## config.mk

```make
export PLATFORM = sky130hd
export DESIGN_NAME = sync_down_timer
export DESIGN_NICKNAME = d
export VERILOG_FILES = /design/src/rtl/sync_down_timer.sv
export SDC_FILE = /design/constraint.sdc
export NUM_CORES = 1
export LEC_CHECK = 0
export ABC_AREA = 1
export BUFFER_PORTS_ARGS = -buffer_cell sky130_fd_sc_hd__buf_2
export CAP_MARGIN = 20
export CELL_PAD_IN_SITES_DETAIL_PLACEMENT = 1
export CELL_PAD_IN_SITES_GLOBAL_PLACEMENT = 1
export CORE_MARGIN = 2
export CORE_UTILIZATION = 37
export DETAILED_ROUTE_END_ITERATION = 10
export GPL_ROUTABILITY_DRIVEN = 0
export PLACE_DENSITY_LB_ADDON = 0.05
export SYNTH_ARGS = -nofsm -noshare
export SYNTH_HDL_FRONTEND = slang
export SYNTH_SLANG_ARGS = --single-unit
```

## constraint.sdc

```tcl
create_clock -name clk -period 1.9 [get_ports clk]
set_input_delay 0.38 -clock clk [delete_from_list [all_inputs] [get_ports clk]]
set_output_delay 0.38 -clock clk [all_outputs]
set_load 0.05 [all_outputs]
```

## src/rtl/sync_down_timer.sv

```systemverilog
// Loadable prescaled down-counter with a start/stop/pause FSM and a one-cycle terminal-count pulse.
// Optional feature macro: AUTO_RELOAD_EN (periodic reload from the last loaded value instead of stopping in DONE).
module sync_down_timer #(
    parameter int WIDTH = 4,
    parameter int DIV   = 131072
) (
    input  logic             clk,
    input  logic             rst,
    input  logic             load,
    input  logic [WIDTH-1:0] load_val,
    input  logic             start,
    input  logic             stop,
    output logic [WIDTH-1:0] count,
    output logic             busy,
    output logic             tc
);

    // DIV=1 still needs a 1-bit prescaler register; it simply stays at its only value.
    localparam int            PW         = (DIV > 1) ? $clog2(DIV) : 1;
    localparam logic [PW-1:0] PRESC_LAST = PW'(DIV - 1);

    typedef enum logic [1:0] {
        ST_IDLE  = 2'd0,
        ST_RUN   = 2'd1,
        ST_PAUSE = 2'd2,
        ST_DONE  = 2'd3
    } state_t;

    state_t           state_q, state_d;
    logic [WIDTH-1:0] count_q, count_d;
    logic [PW-1:0]    presc_q, presc_d;
    logic             tc_q, tc_d;
    logic             tick_s;
`ifdef AUTO_RELOAD_EN
    logic [WIDTH-1:0] reload_q, reload_d;
`endif

    assign tick_s = (presc_q == PRESC_LAST);

    // Next-state logic: load overrides everything, then stop, then start, then the prescaler tick.
    always_comb begin
        state_d  = state_q;
        count_d  = count_q;
        presc_d  = presc_q;
        tc_d     = 1'b0;
`ifdef AUTO_RELOAD_EN
        reload_d = reload_q;
`endif
        if (load) begin
            count_d  = load_val;
            presc_d  = '0;
            state_d  = ST_IDLE;
`ifdef AUTO_RELOAD_EN
            reload_d = load_val;
`endif
        end else begin
            case (state_q)
                ST_IDLE: begin
                    if (start && (count_q != '0)) begin
                        state_d = ST_RUN;
                        presc_d = '0;
                    end else begin
                        state_d = ST_IDLE;
                    end
                end
                ST_RUN: begin
                    if (stop) begin
                        state_d = ST_PAUSE;
                    end else if (tick_s) begin
                        presc_d = '0;
                        if (count_q == WIDTH'(1)) begin
                            tc_d    = 1'b1;
`ifdef AUTO_RELOAD_EN
                            count_d = reload_q;
`else
                            count_d = '0;
                            state_d = ST_DONE;
`endif
                        end else begin
                            count_d = count_q - WIDTH'(1);
                        end
                    end else begin
                        presc_d = presc_q + PW'(1);
                    end
                end
                ST_PAUSE: begin
                    // Prescaler phase is kept, so resuming does not restart the current tick period.
                    if (!stop && start) begin
                        state_d = ST_RUN;
                    end else begin
                        state_d = ST_PAUSE;
                    end
                end
                ST_DONE: begin
                    state_d = ST_DONE;
                end
                default: begin
                    state_d = ST_IDLE;
                end
            endcase
        end
    end

    // State, counter, prescaler and pulse registers with synchronous reset.
    always_ff @(posedge clk) begin
        if (rst) begin
            state_q  <= ST_IDLE;
            count_q  <= '0;
            presc_q  <= '0;
            tc_q     <= 1'b0;
`ifdef AUTO_RELOAD_EN
            reload_q <= '0;
`endif
        end else begin
            state_q  <= state_d;
            count_q  <= count_d;
            presc_q  <= presc_d;
            tc_q     <= tc_d;
`ifdef AUTO_RELOAD_EN
            reload_q <= reload_d;
`endif
        end
    end

    assign count = count_q;
    assign tc    = tc_q;
    assign busy  = (state_q == ST_RUN) || (state_q == ST_PAUSE);

endmodule

```

==> metrics.md <==
| Metric | Value |
|---|---|
| Status | finished clean |
| Worst EP arrival | roughly 2.0 ns |
| Clock share of power | 27.5% |
| Share of layout cells above drive strength 1 | ~40% |
| F_max | about 540 MHz |
| CTS buffer count | 3 |
| Global-route wire length before repair | ~6900 um |
| RSZ-0062 raised after global routing | true |
| Crit. path cell count | 15 |
| Synth-to-layout area growth | 43.6% |
| Switching pwr | 0.000396 W |
| Number of max-cap violations | 0 |
| CP max stage cell | dfxtp_2 |
| Switch share | between 30% and 40% |
| Post-Layout Inst Area | between 2000 and 2500 um2 |
| Wire length on met2 | between 2000 and 2500 um |
| Synthesis warning total | 0 |
| Final Slew Violations | 0 |
| Logic pwr share | 27.7% |
| Worst setup endpoint | presc_q[7]$_SDFFE_PP0P_ |
| CTS HTree Levels | 1 |
| Cell internal pwr | approximately 0.00078 W |
| Met1 WL | a little over 2000 um |
| Post-synthesis simple-gate area fraction | a little over a third |
| PortBufs | 14 |
| Mapped Nets | around 260 |
| Compound-Gate Fraction of Synth Area | 11.4% |
| Num ports | 15 |
| Post-Route WL | about 4400 um |
| Metal3 WL | approximately 70 um |
| Antenna Nets Post-Route | 0 |
| Grt total ovfl | 0 |
| Via count | ~1,600 |
| Largest family of logic cells by synthesized area | simple AND/OR/NAND/NOR gates |
| Worst r2r dst | presc_q[7]$_SDFFE_PP0P_ |
| CTS Buffer Depth | 2 |
| Crit path required time | between 2 and 2.5 ns |
| Skew final | 0.00281 ns |
| Clock latency on the worst-skew pair | about 0.27 ns |
| Synth Area per Inst | between 6 and 7 um2 |
| Minimum clock period | ~1.9 ns |
| Chip Width | 68.6 um |
| Die area | about 4700 um2 |
| Post-synthesis cell area | ~1500 um2 |
| Leakage | between 0.9 and 1 nW |
| Final Hold Viols | 0 |
| Largest net degree at the start of global routing | 13 |
| Crit-path cells | ha_4, nand2_4, inv_4, nand3_4, inv_2, nand3_2, nor4_4, ha_2, inv_2, nand2_4, inv_4, o21ai_4, nand2_2, a21oi_2, nor2_1 |
| Nets | 310 |
| Max layer used | met4 |
| R2R setup slack | about 0.031 ns |
| CP max FO | 3 |
| Worst Setup SP | presc_q[1]$_SDFFE_PP0P_ |
| Root Buffer | clkbuf_8 |
| Number of diodes | 0 |
| GRT Total Usage | about a fifth |
| TritonCTS clock tree | built |
| Worst reg2reg path depth | 15 |
| Setup violators final | 0 |
| Sequential fraction of the synthesis area | a little under a third |
| Placed cell area | between 1500 and 2000 um2 |
| Post-CTS Hold Buffers | 0 |
| Drt pass-1 iters | 4 |
| Number of synthesized register bits | 24 |
| Detailed Place HPWL | 3390 um |
| Power Density | roughly 530 nW/um2 |
| Height of the die | slightly below 70 um |
| Initial DRC count | 48 |
| Std-Cell Rows | 23 |
| Sequential power share | 44.8% |
| RR Startpoint | presc_q[1]$_SDFFE_PP0P_ |
| Period utilization | around 100% |
| Syn Inst Count | approximately 240 |
| Worst-Margin Slew | about 0.34 ns |
| Synth Area in XOR/XNOR | roughly 1.1% |
| Critical Path Max Stage Delay | ~0.36 ns |
| Post-synthesis cell type count | 25 |
| Reg clk slew, reported paths | approximately 0.09 ns |
| Worst Setup End Kind | flip-flop |
| Crit path kind | flip-flop to flip-flop |
| Routed length per instance | 13.1 um |
| Headroom to the max-slew limit | between 70% and 80% |
| Hold_ws | approximately 0.36 ns |
| Starting Density | roughly 39% |
| DRC | 0 |
| Vias in the first global route | ~1,600 |
| Worst VDD drop | approximately 0.23 mV |
| HP Class | input port to flip-flop |
| Initial antenna violation count | 0 |
| Clk sinks | 24 |
| Crit path buffers/inverters | 4 |
| Synth Area in Adders | under 10% |
| Core Box Area | between 4000 and 5000 um2 |
| Family with the most delay on the worst path | simple AND/OR/NAND/NOR gates |
| CP Launch Type | flip-flop |
| Multiplexer area fraction after synthesis | 0% |
| DR vias/cell | approximately 4.8 |
==> worst min-delay path by stage <==
stage                                   startpoint  cells past startpoint                  endpoint  slack, ns
final                                          rst                      2     count[3]$_SDFFE_PP0P_       0.36
after global routing                           rst                      2     count[3]$_SDFFE_PP0P_       0.37
after CTS                                      rst                      2     count[3]$_SDFFE_PP0P_       0.35
after detailed placement  presc_q[16]$_SDFFE_PP0P_                      2  presc_q[16]$_SDFFE_PP0P_       0.49
after global placement    presc_q[16]$_SDFFE_PP0P_                      2  presc_q[16]$_SDFFE_PP0P_       0.49
after floorplan                                rst                      1     count[3]$_SDFFE_PP0P_       0.45
==> metrics by stage <==
step | std cells | worst slack (ns) | power (W) | setup TNS, ns | util (%)
detailed placement | 326 | -0.133 | 0.000817 | -1.14 | 48.2
finish | 338 | 0.0310 | 0.00117 | 0 | 55.4
global route | 338 | -0.166 | 0.00123 | -1.99 | 55.4
CTS | 330 | 0.00116 | 0.00115 | 0 | 49.8
floorplan | 239 | 0.00289 | 0.000733 | 0 | -
global placement | 326 | -0.120 | 0.000814 | -0.781 | 48.2
==> routing by layer <==
metal | vias to the layer above | track usage [%]
li1 | 854 | -
met1 | 751 | 23.2
met2 | 13 | 37.1
met3 | 4 | 2.44
met4 | 0 | 5.25
met5 | - | 0
==> layout make-up <==
type | count | area [um2]
fillers | 544 | 1780
multi-input cells | 171 | 1100
flip-flops and latches | 24 | 488
repair buffers | 49 | 362
inverters | 41 | 164
well taps | 50 | 62.6
clock buffers | 3 | 41.3
==> cells in the mapped netlist <==
cell type,number,share of area (%)
nand4_1,5,2.0
nand2_1,61,15
inv_2,4,0.97
nor2_1,28,6.8
a21oi_2,2,1.1
nand2_2,4,1.6
dfxtp_1,24,31
nor2_2,2,0.81
nor3_1,4,1.3
buf_6,2,1.5
nor4_1,1,0.41
clkbuf_1,1,0.24
a211oi_1,1,0.49
a21oi_1,10,3.2
nand3_2,1,0.65
inv_1,37,9.0
a31oi_1,2,0.81
xor2_1,2,1.1
o21ai_0,7,2.3
o21ai_2,1,0.57
o21ai_1,6,1.9
ha_1,11,8.9
nand3_1,20,6.5
o21bai_1,2,0.97
nor2_4,1,0.73
==> power groups by stage <==
stage,registers (W),clock network [W],logic (W)
3_3_place_gp,0.000537,0,0.000277
4_1_cts,0.000525,0.000336,0.000288
3_5_place_dp,0.000537,0,0.000280
5_1_grt,0.000527,0.000346,0.000358
6_report,0.000525,0.000322,0.000325
2_1_floorplan,0.000561,0,0.000172
==> cell usage in the layout, fill, tap and decap left out, types with 3 or more instances in the layout <==
| cell type | instances |
|---|---|
| dfxtp_2 | 6 |
| buf_4 | 32 |
| buf_2 | 14 |
| nor2_2 | 4 |
| o21ai_1 | 4 |
| nand2_2 | 11 |
| inv_1 | 32 |
| nor2_4 | 6 |
| nand3_1 | 14 |
| dfxtp_1 | 18 |
| clkbuf_8 | 3 |
| nand4_1 | 5 |
| ha_1 | 8 |
| nand3_2 | 5 |
| inv_2 | 5 |
| nor3_1 | 4 |
| inv_4 | 4 |
| nand2_4 | 5 |
| o21ai_2 | 3 |
| a21oi_1 | 8 |
| a21oi_2 | 4 |
| nand2_1 | 49 |
| nor2_1 | 21 |
| o21ai_0 | 6 |
==> registers in the layout, summed over array words and instances (netlist names) <==
register / count
count: 4
presc_q: 17
state_q: 2
tc: 1
==> cells by family after synthesis <==
family	Yosys count
XOR/XNOR	2
AND/OR/NAND/NOR	127
flip-flops	24
adder cells (fa/ha/maj)	11
AO/OA/AOI/OAI	31
buffers and inverters	44
==> repair_timing <==
action	4_1_cts	5_1_grt
gates resized for setup	2	44
buffers inserted	1	8
gates cloned	0	0
setup endpoints to repair	20	21
pin swaps	5	13
No activity file was read; power rests on OpenSTA's default activity.
